[src/rtl/loader_pkg.sv]
// Shared definitions for the program memory loader: FSM encoding and image/word geometry.
package loader_pkg;

  typedef enum logic [2:0] {
    ST_IDLE,
    ST_COUNT_HI,
    ST_COUNT_LO,
    ST_DATA,
    ST_CHECK,
    ST_DONE,
    ST_ERROR
  } state_e;

  localparam int          BYTES_PER_WORD       = 4;
  localparam logic [31:0] DEFAULT_BASE_ADDRESS = 32'h0040_0000;

endpackage

[src/rtl/program_memory_loader_assembler.sv]
// Packs a big-endian byte stream into words; emits each finished word with a one-cycle valid pulse.
module byte_word_assembler
  import loader_pkg::*;
#(
  parameter int DATA_WIDTH = 32
) (
  input  logic                  clk,
  input  logic                  reset,
  input  logic                  clear_i,
  input  logic                  byte_valid_i,
  input  logic [7:0]            byte_i,
  output logic                  last_byte_o,
  output logic                  word_valid_o,
  output logic [DATA_WIDTH-1:0] word_o
);

  logic [1:0]            cnt_q, cnt_d;
  logic [DATA_WIDTH-1:0] shift_q, shift_d;
  logic [DATA_WIDTH-1:0] word_q, word_d;
  logic                  valid_q, valid_d;

  assign last_byte_o  = (cnt_q == 2'(BYTES_PER_WORD - 1));
  assign word_valid_o = valid_q;
  assign word_o       = word_q;

  // NOTE: every always_comb output gets a default first so no path leaves it unassigned (no latch).
  always_comb begin
    cnt_d   = cnt_q;
    shift_d = shift_q;
    word_d  = word_q;
    valid_d = 1'b0;
    if (clear_i) begin
      cnt_d   = '0;
      shift_d = '0;
    end else if (byte_valid_i) begin
      shift_d = {shift_q[DATA_WIDTH-9:0], byte_i};
      cnt_d   = cnt_q + 2'd1;
      if (last_byte_o) begin
        word_d  = shift_d;
        valid_d = 1'b1;
      end
    end
  end

  // NOTE: state registers use non-blocking assignments so all flops update from pre-edge values.
  always_ff @(posedge clk or posedge reset) begin
    if (reset) begin
      cnt_q   <= '0;
      shift_q <= '0;
      word_q  <= '0;
      valid_q <= 1'b0;
    end else begin
      cnt_q   <= cnt_d;
      shift_q <= shift_d;
      word_q  <= word_d;
      valid_q <= valid_d;
    end
  end

endmodule

[src/rtl/program_memory_loader.sv]
// Loads a checksummed program image from a byte stream into program memory, holding the CPU in reset.
module program_memory_loader
  import loader_pkg::*;
#(
  parameter int          MEMORY_DEPTH = 256,
  parameter int          DATA_WIDTH   = 32,
  parameter logic [31:0] BASE_ADDRESS = DEFAULT_BASE_ADDRESS,
  localparam int         CNT_W        = $clog2(MEMORY_DEPTH) + 1
) (
  input  logic                  clk,
  input  logic                  reset,
  input  logic                  start_i,
  input  logic [7:0]            rx_data_i,
  input  logic                  rx_valid_i,
  output logic                  rx_ready_o,
  output logic                  mem_we_o,
  output logic [DATA_WIDTH-1:0] mem_addr_o,
  output logic [DATA_WIDTH-1:0] mem_data_o,
  output logic                  cpu_hold_o,
  output logic                  done_o,
  output logic                  error_o,
  output logic [CNT_W-1:0]      words_loaded_o
);

  state_e                state_q, state_d;
  logic [15:0]           count_q, count_d;
  logic [7:0]            csum_q, csum_d;
  logic [CNT_W-1:0]      idx_q, idx_d;
  logic [DATA_WIDTH-1:0] addr_q, addr_d;

  logic        accept;
  logic        start_ok;
  logic        data_byte;
  logic        asm_last;
  logic        asm_valid;
  logic [15:0] count_n;
  logic        last_word;

  assign rx_ready_o = (state_q == ST_COUNT_HI) || (state_q == ST_COUNT_LO) ||
                      (state_q == ST_DATA)     || (state_q == ST_CHECK);
  assign accept     = rx_valid_i && rx_ready_o;
  assign start_ok   = start_i && ((state_q == ST_IDLE) || (state_q == ST_DONE) ||
                                  (state_q == ST_ERROR));
  assign data_byte  = accept && (state_q == ST_DATA);
  assign count_n    = {count_q[15:8], rx_data_i};
  assign last_word  = (16'(idx_q) + 16'd1 == count_q);

  byte_word_assembler #(
    .DATA_WIDTH(DATA_WIDTH)
  ) u_assembler (
    .clk         (clk),
    .reset       (reset),
    .clear_i     (start_ok),
    .byte_valid_i(data_byte),
    .byte_i      (rx_data_i),
    .last_byte_o (asm_last),
    .word_valid_o(asm_valid),
    .word_o      (mem_data_o)
  );

  always_comb begin
    state_d = state_q;
    count_d = count_q;
    csum_d  = csum_q;
    idx_d   = idx_q;
    addr_d  = addr_q;
    if (start_ok) begin
      state_d = ST_COUNT_HI;
      count_d = '0;
      csum_d  = '0;
      idx_d   = '0;
    end else if (accept) begin
      unique case (state_q)
        ST_COUNT_HI: begin
          count_d[15:8] = rx_data_i;
          csum_d        = csum_q ^ rx_data_i;
          state_d       = ST_COUNT_LO;
        end
        ST_COUNT_LO: begin
          count_d = count_n;
          csum_d  = csum_q ^ rx_data_i;
          if (count_n == 16'd0)                    state_d = ST_CHECK;
          else if (count_n > 16'(MEMORY_DEPTH))    state_d = ST_ERROR;
          else                                     state_d = ST_DATA;
        end
        ST_DATA: begin
          csum_d = csum_q ^ rx_data_i;
          if (asm_last) begin
            // Address uses the pre-increment index; both land on the edge that raises mem_we_o.
            addr_d = BASE_ADDRESS + (DATA_WIDTH'(idx_q) << 2);
            idx_d  = idx_q + CNT_W'(1);
            if (last_word) state_d = ST_CHECK;
          end
        end
        ST_CHECK: state_d = (rx_data_i == csum_q) ? ST_DONE : ST_ERROR;
        default:  state_d = state_q;
      endcase
    end
  end

  always_ff @(posedge clk or posedge reset) begin
    if (reset) begin
      state_q <= ST_IDLE;
      count_q <= '0;
      csum_q  <= '0;
      idx_q   <= '0;
      addr_q  <= '0;
    end else begin
      state_q <= state_d;
      count_q <= count_d;
      csum_q  <= csum_d;
      idx_q   <= idx_d;
      addr_q  <= addr_d;
    end
  end

  assign mem_we_o       = asm_valid;
  assign mem_addr_o     = addr_q;
  assign done_o         = (state_q == ST_DONE);
  assign error_o        = (state_q == ST_ERROR);
  assign cpu_hold_o     = (state_q != ST_DONE);
  assign words_loaded_o = idx_q;

endmodule

[config.mk]
export PLATFORM = sky130hd
export DESIGN_NAME = program_memory_loader
export DESIGN_NICKNAME = d
export VERILOG_FILES = /design/src/rtl/loader_pkg.sv /design/src/rtl/program_memory_loader_assembler.sv /design/src/rtl/program_memory_loader.sv
export SDC_FILE = /design/constraint.sdc
export NUM_CORES = 1
export LEC_CHECK = 0
export ABC_AREA = 1
export CAP_MARGIN = 30
export CORE_MARGIN = 2
export CORE_UTILIZATION = 45
export DETAILED_ROUTE_END_ITERATION = 10
export DONT_BUFFER_PORTS = 1
export HOLD_SLACK_MARGIN = 0.03
export PLACE_DENSITY_LB_ADDON = 0.3
export SYNTH_ARGS = -nofsm -noshare
export SYNTH_HDL_FRONTEND = slang
export SYNTH_SLANG_ARGS = --single-unit
export TNS_END_PERCENT = 30
[constraint.sdc]
create_clock -name clk -period 3.9 [get_ports clk]
set_input_delay 0.78 -clock clk [delete_from_list [all_inputs] [get_ports clk]]
set_output_delay 0.78 -clock clk [all_outputs]
set_load 0.005 [all_outputs]
==> results.ini <==
[run_status]
run_status = complete, no violations

[worst_setup_path]
max_stage_delay_ns = 0.51
crit_chain = inv_1 -> nor3_4 -> inv_2 -> nor2_4 -> inv_2 -> nor2_8 -> inv_2 -> buf_4 -> o21ai_0
crit_path_top_delay_cell = buf_4
cp_num_buf_inv = 5
cp_data_arrival_time_ns = 2.71
crit_required_ns = 4.13
critPathTopFamily = buffers and inverters
critPathLaunchType = flop
end_kind = flop
crit_path_frequent_cell = inv_2
path_class = flop to flop
critPathMaxFanout = 55

[sta]
relSlewSlack_pct = 36.36
fmax_mhz = 403.4
tns_ns = 0
finalCritPeriodShare_pct = 63.56
finalHoldViolations = 0
tightest_slew_ns = 0.9511
whs_ns = 0.3802
rsz0062_at_grt = no
drv_slew = 0
setup_viol = 0
finClkSkew_ns = 0.007144
fin_crit_ns = 2.479
worst_slack_ns = 1.421

[cells_and_area]
final_common_cell = nand2_1
fillers = 979
final_util_pct = 48.24
postLayoutCellArea_um2 = 5002
drive_gt1_share_pct = 8.118
final_cell_mix = nand2_1 (127), dfrtp_1 (105), inv_1 (68)
area_delta_synth_final_pct = 4.088
finalNetCount = 551
diodes = 0

[floorplan]
io_pins = 90
start_util_pct = 46.34
rows = 37
dieHeight_um = 107.3
die_w_um = 107.3
die_area_um2 = 11520
core-area_um2 = 10370

[synth]
synth-seq-area-share_pct = 54.67
synth_area_leader_cell = dfrtp_1
synthesis.area_um2 = 4806
ys_ff_latch = 105
yosys_warnings = 0
ys.flop_type = dfrtp_1
yosys-mux-area-fraction_pct = 0
synth-compound-area-share_pct = 14.76
synth_simple_gate_area_share_pct = 17.24
synth.area.top_cells = dfrtp_1 (55%), nand2_1 (9.9%), o21ai_0 (6.2%)
synthAdderAreaFrac_pct = 0.5207
synth_top_family_by_area = simple AND/OR/NAND/NOR gates
syn-mean-instance-area_um2 = 8.883
synth_edf_count = 0
synthXorXnorAreaFrac_pct = 1.458
synthCells = 541
async_reset_ff_share_pct = 100.0
synth_top_cell_area_share_pct = 54.67
ys_types = 35

[place]
place_ws_ns = 1.249
hpwl_um = 7183
port_buffers = 0
place_area_um2 = 4816
gp_congestion = 0.8316

[clock_tree]
cts-root-buf = clkbuf_8
cts.htree.levels = 3
clock_latency_ns = 0.36
cts_tree = done
cts.clk_slew.worst_paths_ns = 0.10
clock-sinks = 105
cts_buffers = 9
post_cts_buffers = 0
cts_hold_buffers = 0
cts_resized = 0
clk_path_buf_depth = 2

[global_routing]
grt_overflow = 0
grt_max_degree = 56
grt_pass1_vias = 3277
grtUsageTotal_pct = 18.56
grt_pass1_wl_um = 16750
antenna_found_initial = 0

[route]
postRouteAntennaNets = 0
drtPass1Iterations = 4
drc = 0
vias = 3407
drt_iter0_markers = 235
vias_per_cell = 5.025
wirelength_um = 10080
wl_per_cell_um = 14.87

[min_path]
hp-class = input pin to async pin

[power]
pwr_density_cell_nw_per_um2 = 567.0
p_leak_nw = 2.409
vdd_drop_max_mv = 0.2961

[run]
drv_cap = 0

-- layer usage --
metal / share of wire [%] / global-route usage (%) / vias to the layer above
li1: - / - / 1702
met1: 47 / 25.82 / 1592
met2: 44 / 28.35 / 104
met3: 7.5 / 5.872 / 9
met4: 1.2 / 4.670 / 0
met5: 0 / 0 / -
-- kinds of logic after synthesis --
family | after synthesis
AOI/OAI and AO/OA | 120
xor gates and xnor gates | 8
adders and majority gates | 2
buffers and inverters | 113
DFF | 105
other | 1
and+or+nand+nor | 192
-- path summary, 6_finish.rpt --
check | from | endpoint | slack (ns) | depth (start not counted)
max in group asynchronous | reset | count_q[15] | 2.70 | 2
min reg2reg | count_q[10] | count_q[10] | 0.49 | 2
min | reset | u_assembler.word_o[26] | 0.38 | 1
max | state_q[0] | u_assembler.word_o[1] | 1.42 | 9
max reg2reg | state_q[0] | u_assembler.word_o[1] | 1.42 | 9
min in group clk | count_q[10] | count_q[10] | 0.49 | 2
-- sequential cells by signal, indices dropped and copies added (netlist names) --
register                  flops
u_assembler.cnt_q             2
mem_addr_o                   10
u_assembler.word_o           32
count_q                      16
csum_q                        8
u_assembler.shift_q          24
words_loaded_o                9
state_q                       3
u_assembler.word_valid_o      1
-- Yosys cell counts (2+ instances only) --
cell,n
o22ai_2,5
xnor2_1,7
nand2_2,4
a21oi_2,2
inv_1,69
nor2_1,24
nand4_1,4
buf_2,4
dfrtp_1,105
nor3_1,3
buf_4,24
inv_2,5
nor2_2,2
or2_2,3
nand3_1,19
o21ai_0,60
nand3b_1,3
o211ai_1,2
ha_1,2
nand2_1,127
clkbuf_1,8
o22ai_1,26
a21oi_1,11
o21ai_1,9
buf_6,3
-- stage by stage --
stage               instances  power, mW
floorplan                 562      2.055
global placement          662      2.179
detailed placement        662      2.206
CTS                       678      2.859
global route              678      3.041
finish                    678      2.836
-- cell type report --
class,count,area [um^2],share of cell area (%)
Multi-Input combinational cell,344,1715,34.29
Sequential cell,105,2628,52.53
Clock buffer,10,127.6,2.551
Tap cell,136,170.2,3.402
Timing Repair Buffer,3,22.52,0.4502
Inverter,74,280.3,5.603
Clock inverter,6,58.81,1.176
-- report_power, final --
part	leakage [nW]	switching [mW]	total, mW	internal (mW)
Sequential	1.34	0.125	1.40	1.27
Combinational	0.965	0.529	0.786	0.258
Clock	0.0998	0.359	0.653	0.294
Total	2.41	1.01	2.84	1.82
-- worst reg2reg max path, cell delays in order (launching register included) --
cell and delay, ns:
dfrtp_1 0.42, inv_1 0.16, nor3_4 0.06, inv_2 0.10
nor2_4 0.05, inv_2 0.39, nor2_8 0.08, inv_2 0.42
buf_4 0.51, o21ai_0 0.17
Note: power is estimated with default switching activity, not from simulation.
